`src/rtl/hps_frame_ctrl_if.sv`:
```
// rtl/hps_frame_ctrl_if.sv - HPS frame sequencer signal bundle (enables, rx word stream, channel replies, outputs)
interface hps_frame_ctrl_if #(
    parameter int IDX_W = 12
);
    logic              io_en;
    logic              osd_en;
    logic              fpga_en;
    logic [15:0]       rx_word;
    logic              rx_strobe;
    logic [15:0]       reply_io;
    logic [15:0]       reply_osd;
    logic [15:0]       reply_fpga;
    logic [15:0]       tx_word;
    logic [1:0]        ch_sel;
    logic [15:0]       cmd;
    logic              cmd_strobe;
    logic [15:0]       data;
    logic              data_strobe;
    logic [IDX_W-1:0]  word_idx;
    logic              frame_end;
    logic              conflict;
    logic              timeout;

    modport master (
        input  io_en, osd_en, fpga_en, rx_word, rx_strobe,
        input  reply_io, reply_osd, reply_fpga,
        output tx_word, ch_sel, cmd, cmd_strobe, data, data_strobe,
        output word_idx, frame_end, conflict, timeout
    );

    modport slave (
        output io_en, osd_en, fpga_en, rx_word, rx_strobe,
        output reply_io, reply_osd, reply_fpga,
        input  tx_word, ch_sel, cmd, cmd_strobe, data, data_strobe,
        input  word_idx, frame_end, conflict, timeout
    );
endinterface

```
`src/rtl/hps_frame_ctrl.sv`:
```
// rtl/hps_frame_ctrl.sv - frames HPS SPI word transfers into command/data words and routes channel replies
module hps_frame_ctrl #(
    parameter int IDX_W   = 12,
    parameter int TIMEOUT = 65535
) (
    input  logic              clk_sys,
    input  logic              reset,
    hps_frame_ctrl_if.master  bus
);

    typedef enum logic [1:0] {IDLE, CMD, DATA, DRAIN} state_t;

    localparam int                WD_W    = (TIMEOUT > 0) ? $clog2(TIMEOUT + 1) : 1;
    localparam logic [WD_W-1:0]   TO_VAL  = WD_W'(TIMEOUT);
    localparam logic [IDX_W-1:0]  IDX_MAX = '1;

    state_t            state, state_nxt;
    logic [1:0]        ch_sel_q, ch_sel_nxt;
    logic [15:0]       tx_q, tx_nxt;
    logic [15:0]       cmd_q, cmd_nxt;
    logic [15:0]       data_q, data_nxt;
    logic [IDX_W-1:0]  idx_q, idx_nxt;
    logic [IDX_W-1:0]  cnt_q, cnt_nxt;
    logic [WD_W-1:0]   wd_q, wd_nxt, wd_inc;
    logic              cmd_stb_nxt, data_stb_nxt, fend_nxt, conf_nxt, tmo_nxt;
    logic              cmd_stb_q, data_stb_q, fend_q, conf_q, tmo_q;

    logic [2:0]        en;
    logic [2:0]        sel_mask;
    logic              multi, sel_en, other_en, expire;
    logic [1:0]        first_ch;
    logic [15:0]       sel_reply;

    assign en       = {bus.fpga_en, bus.osd_en, bus.io_en};
    assign multi    = (en & (en - 3'd1)) != 3'd0;
    assign first_ch = en[0] ? 2'd1 : (en[1] ? 2'd2 : 2'd3);

    always_comb begin
        sel_mask  = 3'b000;
        sel_reply = 16'h0000;
        case (ch_sel_q)
            2'd1:    begin sel_mask = 3'b001; sel_reply = bus.reply_io;   end
            2'd2:    begin sel_mask = 3'b010; sel_reply = bus.reply_osd;  end
            2'd3:    begin sel_mask = 3'b100; sel_reply = bus.reply_fpga; end
            default: begin sel_mask = 3'b000; sel_reply = 16'h0000;       end
        endcase
    end

    assign sel_en   = |(en & sel_mask);
    assign other_en = |(en & ~sel_mask);
    assign wd_inc   = wd_q + 1'b1;
    assign expire   = (TIMEOUT != 0) && (wd_inc == TO_VAL);

    always_comb begin
        state_nxt    = state;
        ch_sel_nxt   = ch_sel_q;
        tx_nxt       = 16'h0000;
        cmd_nxt      = cmd_q;
        data_nxt     = data_q;
        idx_nxt      = idx_q;
        cnt_nxt      = cnt_q;
        wd_nxt       = wd_q;
        cmd_stb_nxt  = 1'b0;
        data_stb_nxt = 1'b0;
        fend_nxt     = 1'b0;
        conf_nxt     = 1'b0;
        tmo_nxt      = 1'b0;

        case (state)
            IDLE: begin
                wd_nxt     = '0;
                ch_sel_nxt = 2'd0;
                if (multi) begin
                    state_nxt = DRAIN;
                    conf_nxt  = 1'b1;
                end else if (en != 3'b000) begin
                    state_nxt  = CMD;
                    ch_sel_nxt = first_ch;
                end
            end

            CMD, DATA: begin
                wd_nxt = (bus.rx_strobe || TIMEOUT == 0) ? '0 : wd_inc;
                if (other_en) begin
                    state_nxt  = DRAIN;
                    ch_sel_nxt = 2'd0;
                    conf_nxt   = 1'b1;
                end else if (expire) begin
                    state_nxt  = DRAIN;
                    ch_sel_nxt = 2'd0;
                    tmo_nxt    = 1'b1;
                end else begin
                    if (bus.rx_strobe) begin
                        if (state == CMD) begin
                            cmd_nxt     = bus.rx_word;
                            cmd_stb_nxt = 1'b1;
                            cnt_nxt     = '0;
                            state_nxt   = DATA;
                        end else begin
                            data_nxt     = bus.rx_word;
                            idx_nxt      = cnt_q;
                            data_stb_nxt = 1'b1;
                            cnt_nxt      = (cnt_q == IDX_MAX) ? cnt_q : cnt_q + 1'b1;
                        end
                    end
                    // A word arriving with the enable fall still belongs to the frame.
                    if (!sel_en) begin
                        state_nxt  = IDLE;
                        ch_sel_nxt = 2'd0;
                        fend_nxt   = 1'b1;
                    end
                    if (state_nxt == CMD || state_nxt == DATA)
                        tx_nxt = sel_reply;
                end
            end

            DRAIN: begin
                ch_sel_nxt = 2'd0;
                wd_nxt     = '0;
                if (en == 3'b000)
                    state_nxt = IDLE;
            end

            default: begin
                state_nxt  = IDLE;
                ch_sel_nxt = 2'd0;
            end
        endcase
    end

    always_ff @(posedge clk_sys or negedge reset) begin
        if (!reset) begin
            state      <= IDLE;
            ch_sel_q   <= 2'd0;
            tx_q       <= 16'h0000;
            cmd_q      <= 16'h0000;
            data_q     <= 16'h0000;
            idx_q      <= '0;
            cnt_q      <= '0;
            wd_q       <= '0;
            cmd_stb_q  <= 1'b0;
            data_stb_q <= 1'b0;
            fend_q     <= 1'b0;
            conf_q     <= 1'b0;
            tmo_q      <= 1'b0;
        end else begin
            state      <= state_nxt;
            ch_sel_q   <= ch_sel_nxt;
            tx_q       <= tx_nxt;
            cmd_q      <= cmd_nxt;
            data_q     <= data_nxt;
            idx_q      <= idx_nxt;
            cnt_q      <= cnt_nxt;
            wd_q       <= wd_nxt;
            cmd_stb_q  <= cmd_stb_nxt;
            data_stb_q <= data_stb_nxt;
            fend_q     <= fend_nxt;
            conf_q     <= conf_nxt;
            tmo_q      <= tmo_nxt;
        end
    end

    assign bus.tx_word     = tx_q;
    assign bus.ch_sel      = ch_sel_q;
    assign bus.cmd         = cmd_q;
    assign bus.cmd_strobe  = cmd_stb_q;
    assign bus.data        = data_q;
    assign bus.data_strobe = data_stb_q;
    assign bus.word_idx    = idx_q;
    assign bus.frame_end   = fend_q;
    assign bus.conflict    = conf_q;
    assign bus.timeout     = tmo_q;

endmodule

```
`src/flat_wrapper.sv`:
```
// flat-port wrapper written by rule: the top's interface ports become plain ports
module hps_frame_ctrl_flat 
#(
    parameter int IDX_W   = 12,
    parameter int TIMEOUT = 65535
)
  (clk_sys, reset, bus_io_en, bus_osd_en, bus_fpga_en, bus_rx_word, bus_rx_strobe, bus_reply_io, bus_reply_osd, bus_reply_fpga, bus_tx_word, bus_ch_sel, bus_cmd, bus_cmd_strobe, bus_data, bus_data_strobe, bus_word_idx, bus_frame_end, bus_conflict, bus_timeout);
  hps_frame_ctrl_if #(.IDX_W(IDX_W)) bus_i ();
  input  logic clk_sys;
  input  logic reset;
  input wire logic [$bits(bus_i.io_en)-1:0] bus_io_en;
  input wire logic [$bits(bus_i.osd_en)-1:0] bus_osd_en;
  input wire logic [$bits(bus_i.fpga_en)-1:0] bus_fpga_en;
  input wire logic [$bits(bus_i.rx_word)-1:0] bus_rx_word;
  input wire logic [$bits(bus_i.rx_strobe)-1:0] bus_rx_strobe;
  input wire logic [$bits(bus_i.reply_io)-1:0] bus_reply_io;
  input wire logic [$bits(bus_i.reply_osd)-1:0] bus_reply_osd;
  input wire logic [$bits(bus_i.reply_fpga)-1:0] bus_reply_fpga;
  output wire logic [$bits(bus_i.tx_word)-1:0] bus_tx_word;
  output wire logic [$bits(bus_i.ch_sel)-1:0] bus_ch_sel;
  output wire logic [$bits(bus_i.cmd)-1:0] bus_cmd;
  output wire logic [$bits(bus_i.cmd_strobe)-1:0] bus_cmd_strobe;
  output wire logic [$bits(bus_i.data)-1:0] bus_data;
  output wire logic [$bits(bus_i.data_strobe)-1:0] bus_data_strobe;
  output wire logic [$bits(bus_i.word_idx)-1:0] bus_word_idx;
  output wire logic [$bits(bus_i.frame_end)-1:0] bus_frame_end;
  output wire logic [$bits(bus_i.conflict)-1:0] bus_conflict;
  output wire logic [$bits(bus_i.timeout)-1:0] bus_timeout;
  assign bus_i.io_en = bus_io_en;
  assign bus_i.osd_en = bus_osd_en;
  assign bus_i.fpga_en = bus_fpga_en;
  assign bus_i.rx_word = bus_rx_word;
  assign bus_i.rx_strobe = bus_rx_strobe;
  assign bus_i.reply_io = bus_reply_io;
  assign bus_i.reply_osd = bus_reply_osd;
  assign bus_i.reply_fpga = bus_reply_fpga;
  assign bus_tx_word = bus_i.tx_word;
  assign bus_ch_sel = bus_i.ch_sel;
  assign bus_cmd = bus_i.cmd;
  assign bus_cmd_strobe = bus_i.cmd_strobe;
  assign bus_data = bus_i.data;
  assign bus_data_strobe = bus_i.data_strobe;
  assign bus_word_idx = bus_i.word_idx;
  assign bus_frame_end = bus_i.frame_end;
  assign bus_conflict = bus_i.conflict;
  assign bus_timeout = bus_i.timeout;
  hps_frame_ctrl #(.IDX_W(IDX_W), .TIMEOUT(TIMEOUT)) u_core (.clk_sys(clk_sys), .reset(reset), .bus(bus_i));
endmodule
```
`config.mk`:
```
export PLATFORM = sky130hd
export DESIGN_NAME = hps_frame_ctrl_flat
export DESIGN_NICKNAME = d
export VERILOG_FILES = /design/src/rtl/hps_frame_ctrl_if.sv /design/src/rtl/hps_frame_ctrl.sv /design/src/flat_wrapper.sv
export SDC_FILE = /design/constraint.sdc
export NUM_CORES = 1
export LEC_CHECK = 0
export ABC_AREA = 0
export CAP_MARGIN = 0
export CORE_ASPECT_RATIO = 1.2
export CORE_UTILIZATION = 30
export CTS_CLUSTER_DIAMETER = 120
export DETAILED_ROUTE_END_ITERATION = 8
export HOLD_SLACK_MARGIN = 0.03
export PLACE_DENSITY = 0.53
export RECOVER_POWER = 50
export SYNTH_ARGS = -nofsm -noshare
export SYNTH_HDL_FRONTEND = slang
export SYNTH_SLANG_ARGS = --single-unit
```
`constraint.sdc`:
```
create_clock -name clk_sys -period 3 [get_ports clk_sys]
set_input_delay 0.3 -clock clk_sys [delete_from_list [all_inputs] [get_ports clk_sys]]
set_output_delay 0.3 -clock clk_sys [all_outputs]
set_load 0.1 [all_outputs]
```
Word-level counts from Yosys, hierarchy flattened
Cells that the tools add are included.
{ "totals": {"ram_bits": 0, "regBits": 97, "elab_cells": 100, "mem_count": 0, "mem_bits_ro": 0, "input_bits": 70, "latchBits": 0} }
{ "op_classes": {"n_div": 0, "eq_ne": 14, "bitwise": 7, "multipliers": 0, "mux": 50, "add_sub_neg": 3, "reduce_logical": 13, "shift": 0, "magnitude_cmp": 0} }
{ "ops": {"columns": ["op", "n"], "rows": [
  ["16-bit 2-to-1 mux", 5],
  ["16-bit case mux with 3 select lines", 1],
  ["2-bit 2-to-1 mux", 17],
  ["16-bit case mux with 2 select lines", 1],
  ["12-bit 2-to-1 mux", 2],
  ["1-bit 2-to-1 mux", 20],
  ["16-bit by 1-bit adder with 16-bit output, second input constant", 1],
  ["16-bit equality test, second input constant", 1],
  ["5-bit AND reduction", 3],
  ["12-bit by 1-bit adder with 12-bit output, second input constant", 1],
  ["12-bit equality test, second input constant", 1],
  ["2-bit case mux with 3 select lines", 2],
  ["2-bit equality test, second input constant", 5],
  ["3-bit bitwise AND", 3],
  ["3-bit case mux with 3 select lines", 1],
  ["2-bit by 1-bit equality test with 1-bit output, second input constant", 3],
  ["3-bit nonzero test", 2],
  ["3-bit OR reduction", 2],
  ["2-bit by 1-bit != test with 1-bit output, second input constant", 2],
  ["4-bit != test, second input constant", 1],
  ["2-bit OR reduction", 2],
  ["3-bit zero test", 1],
  ["3-bit by 1-bit != test with 1-bit output, second input constant", 1],
  ["1-bit NOT", 3],
  ["6 further kinds", 6]
]} }

Depth between registers and ports, before layout
{ "depth": {"word_depth": 14, "mapped_depth": 12} }

Worst setup path after synthesis
No wires, ideal clock.
{ "synth_path": {"path_type": "register -> register", "from": "register u_core.ch_sel_q[0] (netlist: u_core.bus.ch_sel[0])", "to": "register u_core.cmd_q[10] (netlist: u_core.bus.cmd[10])", "stages_incl_launch_ff": 10, "period_less_slack_ns": 3.068, "arrival_ns": 2.941, "setup_slack_ns": -0.068, "path_cell_list": "dfrtp_1 buf_2 inv_1 nor2_2 a2bb2oi_1 nor3b_1 o21ai_4 nor2_4 buf_6 mux2_4"} }
{ "synth_between": {"elab_chain_cells": 7, "word_cells_on_any_way": 9} }
{ "synth_lines": {"columns": ["element", "line", "rtl"], "rows": [
  ["from (decl)", "hps_frame_ctrl.sv:18", "logic [1:0] ch_sel_q, ch_sel_nxt;"],
  ["from (signal assigned)", "hps_frame_ctrl.sv:148", "ch_sel_q <= ch_sel_nxt;"],
  ["2-bit equality test / 2-bit by 1-bit equality test with 1-bit output (equally long branches)", "hps_frame_ctrl.sv:41", "case (ch_sel_q)"],
  ["3-bit case mux with 3 select lines (*)", "hps_frame_ctrl.sv:41", null],
  ["3-bit NOT (*)", "hps_frame_ctrl.sv:50", "assign other_en = |(en & ~sel_mask);"],
  ["3-bit bitwise AND (*)", "hps_frame_ctrl.sv:50", null],
  ["3-bit OR reduction (*)", "hps_frame_ctrl.sv:50", null],
  ["1-bit NOT (no line) (*)", null, null],
  ["5-bit AND reduction (no line) (*)", null, null],
  ["to (signal assigned)", "hps_frame_ctrl.sv:150", "cmd_q <= cmd_nxt;"],
  ["to (decl)", "hps_frame_ctrl.sv:20", "logic [15:0] cmd_q, cmd_nxt;"]
]} }
Mark *: on every way between the ends. The rest lies on a longest branch, timed or not.
A chain may end at the register's enable or synchronous reset.

Final worst setup path
{ "layout_path": {"from": "register u_core.wd_q[0]", "to": "register u_core.data_q[4] (netlist: u_core.bus.data[4])"} }
{ "layout_between": {"elab_chain_cells": 4} }
{ "layout_lines": {"columns": ["element", "line", "rtl"], "rows": [
  ["from (decl)", "hps_frame_ctrl.sv:24", "logic [WD_W-1:0] wd_q, wd_nxt, wd_inc;"],
  ["from (signal assigned)", "hps_frame_ctrl.sv:154", "wd_q <= wd_nxt;"],
  ["16-bit by 1-bit adder with 16-bit output", "hps_frame_ctrl.sv:51", "assign wd_inc = wd_q + 1'b1;"],
  ["16-bit equality test", "hps_frame_ctrl.sv:52", "assign expire = (TIMEOUT != 0) && (wd_inc == TO_VAL);"],
  ["1-bit NOT (no line)", null, null],
  ["5-bit AND reduction (no line)", null, null],
  ["to (signal assigned)", "hps_frame_ctrl.sv:151", "data_q <= data_nxt;"],
  ["to (decl)", "hps_frame_ctrl.sv:21", "logic [15:0] data_q, data_nxt;"]
]} }
Every way passes these cells.

==> qor.txt <==
Main synth FF type - dfrtp_1
Die width - 119 µm
Worst VDD drop - 0.524 mV
Max FO, Critical Path - 33
Non-filler cells in the finished layout - 768
RSZ-0062 raised after global routing - false
I/O Buffers - 136
Standard-cell rows - 50
CTS tree - done
Final core occ - 41.3%
Htree depth - 3
Initial antenna violation count - 0
Post-synth EDFFs - 0
RD Place Congestion - 0.776
Seq/Total Area, Yosys - 49.6%
Wire length per cell - 15.0 µm
DP Cell Count - 752
DRC Markers - 0
Detailed-route via count - 3638
Post-synth ARST share - 100%
PwrDens - 940 mW/mm²
Setup Skew - 0.00486 ns
Crit path DAT - 3.02 ns
I/O pin cnt - 137
First-pass GRT wire length - 18900 µm
Worst hold margin - 0.308 ns
Nets@finish - 633
Post-DP HPWL - 8280 µm
Clk pin slew, worst setup/hold paths - 0.07 ns
Final hold vios - 0
Share of cells above drive strength 1 - 22.1%
Drt via density - 4.74
GRT Util Overall - 14.1%
Die area - 0.0168 mm²
Cts-stage hold buffer count - 0
Post-CTS Setup Inserts - 0
Fmax - 358 MHz
Slew headroom - 2.40%
Grt total ovfl - 0
Clk_lat worst skew - 0.34 ns
Status - complete, no violations
Setup_tns - 0 ns
Max-Cap Viols - 0
FF-to-FF setup slack - 0.20 ns
# setup viols final - 0
Synth cell types - 58
Num CTS Buffers - 9
Worst setup margin - 0.205 ns
Clock tree buffer depth - 2
Tcrit/Tclk final - 93.2%
WS Path Type - flip-flop to flip-flop
Max-slew violation count - 0
# resized after CTS - 0
Worst Path Required - 3.23 ns
Syn Area/Cell - 11.6 µm²
Post-DP Area - 0.00632 mm²
Vias in the first global route - 3735
Inserted Diodes - 0
LEAKAGE - 2.80 nW
Post-Synthesis Cell Area - 0.00489 mm²
Post-Syn Instances - 421
Drt pass-1 iters - 4
Initial Util - 31.0%
Largest net degree at the start of global routing - 57
Post-DRT Antenna Nets - 0
Cell area after layout - 0.00652 mm²
Syn. warnings - 0
Clock sinks - 97
Post-layout min period - 2.80 ns
CP Launch Type - flip-flop
Hold Crit Class - input pin to async pin
Core footprint - 0.0158 mm²
Place WS - 0.139 ns
Root Buffer - clkbuf_16
Iter 0 DRT Violations - 277
Pwr Total - 6.12 mW
CP Capture Type - flip-flop
Total Routed Length - 11500 µm
Synthesized Nets - 499
Worst slew pin tran - 1.46 ns
Area grow syn2layout - 33.2%
Die height - 142 µm
Yosys reg bits - 97
==> placed cells by master (no fill, tap or decap), types with 14 or more instances in the layout <==
| master | netlist | routed |
|---|---|---|
| nand2_1 | 21 | 21 |
| buf_4 | 3 | 32 |
| clkbuf_1 | 10 | 35 |
| dfrtp_1 | 97 | 96 |
| mux2_2 | 30 | 30 |
| mux2_4 | 34 | 34 |
| a22oi_1 | 17 | 17 |
| clkdlybuf4s50_1 | 0 | 79 |
| o21ai_0 | 14 | 14 |
| nor2_1 | 49 | 49 |
==> layer usage <==
layer	routed length [µm]	global-route usage (%)	vias up
met3	377	2.37	5
met1	5140	18.2	1788
li1	-	-	1769
met2	5880	23.9	76
met5	0	0	-
met4	91	4.80	0
==> critical path, cell delays in order, from the launching register on <==
cell and delay (ns):
dfrtp_1 0.45, ha_1 0.39, inv_1 0.13, nor3b_1 0.22, o211ai_1 0.12, a2111o_1 0.53
o211a_2 0.30, buf_12 0.18, mux2_4 0.33
==> sequential cells by signal (all words and copies together), names as in the netlist, 2 cells and up <==
| signal | count |
|---|---|
| u_core.bus.ch_sel | 2 |
| u_core.bus.cmd | 16 |
| u_core.bus.data | 16 |
| u_core.bus.tx_word | 16 |
| u_core.bus.word_idx | 12 |
| u_core.cnt_q | 12 |
| u_core.state | 2 |
| u_core.wd_q | 16 |
==> power by group <==
part           total [mW]  internal [mW]  switching, mW  leakage, nW
Sequential           1.78           1.58          0.196         1.29
Clock                1.25          0.738          0.516        0.157
Combinational        3.09          0.820           2.27         1.35
Total                6.12           3.14           2.98         2.80
==> final cells by class <==
type	instances	area, µm²
clock buffers	9	225
clock inverters	7	98.8
fillers	1563	9250
inverters	8	30.0
multi-input cells	291	2280
flip-flops and latches	97	2430
well taps	208	260
repair buffers	148	1190
==> cells in the mapped netlist, types with 4 or more instances <==
library cell	n	area share (%)
a21oi_1	9	0.92
a22oi_1	17	2.6
nand4_1	6	0.77
nand3_1	13	1.3
buf_6	5	1.2
nand2_1	21	1.6
and3_1	8	1.0
xnor2_1	4	0.72
inv_1	8	0.61
mux2_2	30	6.9
a31oi_1	5	0.64
ha_1	8	2.0
dfrtp_1	97	50
xor2_1	13	2.3
mux2_4	34	10
buf_2	6	0.61
o21ai_0	14	1.4
clkbuf_1	10	0.77
nor2_1	49	3.8
==> worst paths after layout <==
| check | startpoint | to | depth (start not counted) |
|---|---|---|---|
| worst min-delay path | reset | u_core.wd_q[10] | 1 |
| max in group asynchronous | reset | u_core.bus.word_idx[8] | 2 |
| worst max register to register | u_core.wd_q[0] | u_core.bus.data[4] | 8 |
| min in group clk_sys | u_core.cnt_q[6] | u_core.cnt_q[6] | 1 |
| worst min register to register | u_core.cnt_q[6] | u_core.cnt_q[6] | 1 |
| worst max-delay path | u_core.wd_q[0] | u_core.bus.data[4] | 8 |
==> cells by family after synthesis <==
family	Yosys count	synth area share, %
and+or+nand+nor	127	13.2
AOI/OAI and AO/OA	73	10.6
DFF	97	49.6
buffers and inverters	33	3.68
muxes	66	17.7
xor gates and xnor gates	17	3.04
adders and majority gates	8	2.05
(Power assumes the default switching activity.)
